[config.mk]
export PLATFORM = sky130hd
export DESIGN_NAME = axi_aw_w_sync
export DESIGN_NICKNAME = d
export VERILOG_FILES = /design/src/rtl/axi_sync_pkg.sv /design/src/rtl/axi_aw_w_sync.sv
export SDC_FILE = /design/constraint.sdc
export NUM_CORES = 1
export LEC_CHECK = 0
export ABC_AREA = 1
export BUFFER_PORTS_ARGS = -buffer_cell sky130_fd_sc_hd__buf_2
export CORE_ASPECT_RATIO = 0.5
export CORE_MARGIN = 10
export CORE_UTILIZATION = 34
export DETAILED_ROUTE_END_ITERATION = 10
export PLACE_DENSITY = 0.84
export SETUP_SLACK_MARGIN = 0.4
export SLEW_MARGIN = 0
export SYNTH_ARGS = -nofsm -noshare
export SYNTH_HDL_FRONTEND = slang
export SYNTH_SLANG_ARGS = --single-unit
[constraint.sdc]
create_clock -name clk_i -period 1.85 [get_ports clk_i]
set_input_delay 0.2775 -clock clk_i [delete_from_list [all_inputs] [get_ports clk_i]]
set_output_delay 0.2775 -clock clk_i [all_outputs]
set_load 0.005 [all_outputs]
[src/rtl/axi_sync_pkg.sv]
// Shared definitions for the AW/W burst synchroniser.
package axi_sync_pkg;

  localparam int unsigned LEN_WIDTH = 8;

  // Burst-tracking state: waiting for an AW, or forwarding W beats of a burst.
  typedef enum logic [0:0] {
    IDLE = 1'b0,
    DATA = 1'b1
  } state_e;

endpackage

[src/rtl/axi_aw_w_sync.sv]
// Holds back W beats until the AW of their burst has been handshaken downstream,
// counts aw_len+1 beats per burst, regenerates WLAST from the count, and lets at
// most one further AW be accepted ahead of the burst in flight.
module axi_aw_w_sync
  import axi_sync_pkg::*;
#(
  parameter int unsigned AW_WIDTH = 64,
  parameter int unsigned W_WIDTH  = 72
) (
  input  logic                 clk_i,
  input  logic                 rst_i,
  // Upstream AW
  input  logic                 aw_valid_i,
  output logic                 aw_ready_o,
  input  logic [AW_WIDTH-1:0]  aw_data_i,
  input  logic [LEN_WIDTH-1:0] aw_len_i,
  // Upstream W
  input  logic                 w_valid_i,
  output logic                 w_ready_o,
  input  logic [W_WIDTH-1:0]   w_data_i,
  input  logic                 w_last_i,
  // Downstream AW
  output logic                 aw_valid_o,
  input  logic                 aw_ready_i,
  output logic [AW_WIDTH-1:0]  aw_data_o,
  output logic [LEN_WIDTH-1:0] aw_len_o,
  // Downstream W
  output logic                 w_valid_o,
  input  logic                 w_ready_i,
  output logic [W_WIDTH-1:0]   w_data_o,
  output logic                 w_last_o,
  // Status
  output logic                 busy_o,
  output logic                 err_o
);

  state_e               state_q, state_d;
  logic [LEN_WIDTH-1:0] cnt_q, cnt_d;
  logic                 pend_valid_q, pend_valid_d;
  logic [LEN_WIDTH-1:0] pend_len_q, pend_len_d;
  logic                 err_q, err_d;

  logic in_data;
  logic last_beat;
  logic aw_hs;
  logic w_hs;

  // Channel steering: AW passes through unless a burst is already pending,
  // W is gated off entirely until a burst is open.
  always_comb begin
    in_data    = (state_q == DATA);
    last_beat  = (cnt_q == '0);

    aw_data_o  = aw_data_i;
    aw_len_o   = aw_len_i;
    w_data_o   = w_data_i;

    aw_valid_o = aw_valid_i & ~(in_data & pend_valid_q);
    aw_ready_o = aw_ready_i & ~(in_data & pend_valid_q);
    w_valid_o  = in_data & w_valid_i;
    w_ready_o  = in_data & w_ready_i;
    w_last_o   = in_data & last_beat;

    aw_hs      = aw_valid_i & aw_ready_o;
    w_hs       = w_valid_i & w_ready_o;

    busy_o     = in_data;
    err_o      = err_q;
  end

  // Next-state: beat counting, pending-AW bookkeeping and WLAST checking.
  always_comb begin
    state_d      = state_q;
    cnt_d        = cnt_q;
    pend_valid_d = pend_valid_q;
    pend_len_d   = pend_len_q;
    err_d        = 1'b0;

    if (!in_data) begin
      if (aw_hs) begin
        cnt_d   = aw_len_i;
        state_d = DATA;
      end
    end else begin
      // aw_hs can only occur here with no pending entry (ready is masked).
      if (aw_hs && !(w_hs && last_beat)) begin
        pend_valid_d = 1'b1;
        pend_len_d   = aw_len_i;
      end

      if (w_hs) begin
        // Upstream WLAST is only checked; the count alone delimits the burst.
        err_d = (w_last_i != last_beat);
        if (!last_beat) begin
          cnt_d = cnt_q - 1'b1;
        end else if (pend_valid_q) begin
          cnt_d        = pend_len_q;
          pend_valid_d = 1'b0;
        end else if (aw_hs) begin
          cnt_d = aw_len_i;
        end else begin
          state_d = IDLE;
        end
      end
    end
  end

  // State registers with synchronous reset; reset drops any open or pending burst.
  always_ff @(posedge clk_i) begin
    if (rst_i) begin
      state_q      <= IDLE;
      cnt_q        <= '0;
      pend_valid_q <= 1'b0;
      pend_len_q   <= '0;
      err_q        <= 1'b0;
    end else begin
      state_q      <= state_d;
      cnt_q        <= cnt_d;
      pend_valid_q <= pend_valid_d;
      pend_len_q   <= pend_len_d;
      err_q        <= err_d;
    end
  end

endmodule

## Yosys cells after proc, flatten, opt, wreduce, memory -nomap -nowiden

Index checks and enable logic that the tools add are counted.

| operators by class | value |
|---|---|
| add/subtract/negate cells | 1 |
| $mul | 0 |
| divide/modulo/power cells | 0 |
| $lt $le $gt $ge | 0 |
| equality and inequality tests | 2 |
| shifts and indexed selects | 0 |
| multiplexer cells | 14 |
| bitwise logic cells | 11 |
| reduce and logical (&&, ||, !) cells | 6 |

Operators by type and width:

| operator | count |
|---|---|
| $mux 8 | 5 |
| $mux 1 | 9 |
| $and 1x1->1 | 8 |
| $logic_not 8->1 | 1 |
| $sub 8x1->8 const B | 1 |
| $not 1->1 | 3 |
| $reduce_or 3->1 | 1 |
| $logic_and 1x1->1 | 2 |
| $ne 2x1->1 const B | 1 |
| $reduce_and 2->1 | 1 |
| $logic_not 1->1 | 1 |
| $ne 1x1->1 | 1 |

| storage, ports and cells | value |
|---|---|
| register bits | 19 |
| latch bits | 0 |
| RAM bits | 0 |
| ROM bits | 0 |
| output and inout bits | 151 |
| memories kept | 0 |

## Logic depth before layout (Yosys ltp)

| logic depth | value |
|---|---|
| word-level depth | 9 |
| gate-level depth with buffers | 10 |
| mapped depth without buffers | 10 |

## Least setup slack after synthesis

OpenSTA, ideal clock, no wires.

| timing path | value |
|---|---|
| path kind | flip-flop to output port |
| from | reg cnt_q[0] |
| to | out w_last_o |
| data arrival time | 1.131 ns |
| path slack | 0.442 ns |
| stages on the path, launching flop included | 8 |
| path buffers | 1 |
| cell sequence | dfxtp_1 > inv_1 > ha_1 > nand2_2 > nor2_8 > inv_4 > buf_6 > nor2_1 |

| between the ends | value |
|---|---|
| cells in the longest elaborated chain, start to end | 2 |

RTL lines:

| what | RTL line | source |
|---|---|---|
| from (decl) | axi_aw_w_sync.sv:38 | `logic [LEN_WIDTH-1:0] cnt_q, cnt_d;` |
| from (signal assigned) | axi_aw_w_sync.sv:118 | `cnt_q <= cnt_d;` |
| $logic_not 8->1 | axi_aw_w_sync.sv:52 | `last_beat = (cnt_q == '0);` |
| $and 1x1->1 | axi_aw_w_sync.sv:62 | `w_last_o = in_data & last_beat;` |
| to (decl) | axi_aw_w_sync.sv:31 | `output logic w_last_o,` |

No other way between the ends.

## Final worst setup path

Same ends and word-level chain as after synthesis.

==> impl_metrics.env <==
export IMPL_status="finished, final reports clean"
export IMPL_diodes=0
export IMPL_min_path_type="input port to flip-flop"
export IMPL_reg2reg_depth=10
export IMPL_grt_pass1_wl_microns=8600
export IMPL_cp_max_fo=2
export IMPL_synthXorXnorAreaFrac_pct=0.356
export IMPL_maxCapViolations=0
export IMPL_synth_seq_cells=19
export IMPL_dp_cells=323
export IMPL_holdPathEnd="pend_len_q[2]$_SDFFE_PP0P_"
export IMPL_grt_busiest_layer="met2"
export IMPL_start_kind="flip-flop"
export IMPL_skew_ns=0.00240
export IMPL_syn_area_sq_mm=0.00246
export IMPL_grt_pass1_vias=1694
export IMPL_fin_nets=401
export IMPL_synthAdderAreaFrac_pct=1.02
export IMPL_cts_root_buffer="clkbuf_16"
export IMPL_use_met2_pct=12.8
export IMPL_end_kind="primary output"
export IMPL_chipHeight_microns=80.2
export IMPL_antenna_found_initial=0
export IMPL_clk_path_buf_depth=2
export IMPL_fin_crit_sh_pct=80.1
export IMPL_synth_top_family_by_area="buffers and inverters"
export IMPL_initial_utilization_pct=35.9
export IMPL_clock_latency_ns=0.26
export IMPL_cts_inserted_buffers=3
export IMPL_reg2reg_from="cnt_q[0]$_SDFFE_PP0P_"
export IMPL_fin_crit_ns=1.48
export IMPL_hpwlAfterDp_microns=4320
export IMPL_hold_depth=3
export IMPL_syn_nets=503
export IMPL_irDropWorstVdd_mv=0.324
export IMPL_tightest_slew_ns=0.341
export IMPL_synth_cell_types=31
export IMPL_std_cell_rows=21
export IMPL_drive_above_1_share_pct=38.5
export IMPL_routed_via_density=5.30
export IMPL_final_max_slew_viol_count=0
export IMPL_via_count=1796
export IMPL_core_area_sq_mm=0.00686
export IMPL_drt_wirelength_per_cell_microns=18.2
export IMPL_die_width_microns=140
export IMPL_fmax_ghz=0.675
export IMPL_wirelength_microns=6150
export IMPL_drc=0
export IMPL_io_pins=302
export IMPL_numPortBuffers=29
export IMPL_syn_to_final_growth_pct=-24.0
export IMPL_grtUsageTotal_pct=9.30
export IMPL_synth_compound_area_share_pct=9.70
export IMPL_cts_htree_levels=1
export IMPL_ys_seq_area_share_pct=15.4
export IMPL_grt_max_degree=14
export IMPL_cts_tree="built"
export IMPL_synthMuxAreaShare_pct=0
export IMPL_die_area_sq_mm=0.0113
export IMPL_slew_headroom_pct=77.2
export IMPL_syn_avg_cell_area_sq_um=7.04
export IMPL_hold_viol=0
export IMPL_finish_utilization_pct=27.3
export IMPL_gp_congestion=0.944
export IMPL_detail_route_antenna_nets=0
export IMPL_drt_first_pass_iters=5
export IMPL_grt_overflow=0
export IMPL_rsz0062_at_grt="yes"
export IMPL_r2r_slack_ns=0.40
export IMPL_clkTransAtPathRegs_ns=0.05
export IMPL_crit_arrival_ns=1.20
export IMPL_final_cells=339
export IMPL_yosys_warnings=0
export IMPL_timing_rr_end="pend_len_q[5]$_SDFFE_PP0P_"
export IMPL_synth_cells=350
export IMPL_cp_required_ns=1.57
export IMPL_final_setup_tns_ns=0
export IMPL_p_leak_uw=0.000886
export IMPL_cts_sinks=19
export IMPL_finalSetupViolCount=0
export IMPL_synthSimpleGateAreaFrac_pct=23.1
export IMPL_drt_iter0_drc=189
export IMPL_met1_usage_pct=9.28
export IMPL_grt_use_met3_pct=6.75
export IMPL_min_from="aw_len_i[2]"
export IMPL_p_per_area_mw_per_mm2=780
export IMPL_path_class="flip-flop to primary output"
-- worst max-delay path by stage --
stage                               start        to  slack (ns)
finish              cnt_q[0]$_SDFFE_PP0P_  w_last_o        0.37
CTS                 cnt_q[3]$_SDFFE_PP0P_  w_last_o        0.37
detailed placement  cnt_q[0]$_SDFFE_PP0P_  w_last_o        0.32
floorplan           cnt_q[0]$_SDFFE_PP0P_  w_last_o        0.44
global route            busy_o$_SDFF_PP0_  w_last_o        0.32
global placement    cnt_q[0]$_SDFFE_PP0P_  w_last_o        0.37
-- state kept, by name (all words and copies together) (netlist names) --
name and flops:
busy_o 1, err_o 1, pend_len_q 8, cnt_q 8
pend_valid_q 1
-- cells by family after synthesis --
| group | count (synthesis) |
|---|---|
| and+or+nand+nor | 111 |
| xor gates and xnor gates | 1 |
| buffers and inverters | 177 |
| DFF | 19 |
| adders and majority gates | 2 |
| AOI/OAI and AO/OA | 40 |
-- Yosys cell counts, drive strengths merged --
cell type,n,area [sq um]
nor2,27,149
clkinv,1,3.75
buf,149,1130
o22ai,3,18.8
xnor2,1,8.76
inv,26,100
nand4,6,43.8
ha,2,25.0
o21ai,20,104
clkbuf,1,3.75
dfxtp,19,380
nor3,2,10.0
a21oi,16,110
nand3,21,118
a31oi,1,6.26
nand2,55,248
-- worst max-delay path: stages (launching register included) --
cell	delay [ns]
dfxtp_2	0.32
inv_2	0.08
ha_4	0.15
nand2_4	0.07
nor2_8	0.12
inv_8	0.04
nor2_4	0.06
buf_2	0.11
-- final cells by class --
class                      count  area [sq um]
tap                           92           115
timing repair buffer          42           246
fill                         718          4990
sequential                    19           393
clock inverter                 1          5.00
clock buffer                   3          75.1
inverter                      27           116
timing repair inverter         1          5.00
multi-input combinational    154           916
-- timing repair --
action,4_1_cts,5_1_grt
cloned,0,1
endpoints found under the setup margin,14,14
gates resized for setup,18,21
hold buffers,0,0
pin swaps,5,4
setup buffers,8,3
-- per-stage QoR --
| step | worst slack [ns] | cell area (sq um) | hold WS, ns | total power, uW |
|---|---|---|---|---|
| floorplan | 0.442 | 2460 | 0.412 | 1050 |
| global placement | 0.366 | 1600 | 0.454 | 881 |
| detailed placement | 0.318 | 1600 | 0.462 | 886 |
| CTS | 0.368 | 1790 | 0.283 | 1410 |
| global route | 0.323 | 1870 | 0.305 | 1530 |
| finish | 0.369 | 1870 | 0.286 | 1460 |
-- report_power, final --
group / switching, uW / internal [uW]
registers: 32.2 / 437
logic: 322 / 214
clock network: 164 / 290
total: 519 / 941
-- placed cells by master, fill, tap and decap left out, types with 2 or more instances in the layout --
master	netlist	layout
a21oi_1	8	6
a21oi_2	8	10
buf_2	1	29
buf_4	144	12
clkbuf_16	0	3
clkinvlp_4	0	2
dfxtp_1	19	13
dfxtp_2	0	4
dfxtp_4	0	2
inv_1	23	20
inv_2	2	4
nand2_1	48	45
nand2_2	4	4
nand2_4	2	5
nand3_1	20	20
nand4_1	5	5
nor2_1	23	18
nor2_2	0	4
nor2_4	2	3
nor2_8	2	2
nor3_1	2	2
o21ai_0	17	12
o21ai_1	2	6
o21ai_2	1	2
o22ai_1	3	3
-- metal layers --
layer / wire [microns] / up-vias
met4: 464 / 0
met1: 2130 / 777
met3: 1010 / 65
met5: 0 / -
met2: 2540 / 198
li1: - / 756
No activity file was read; power rests on OpenSTA's default activity.
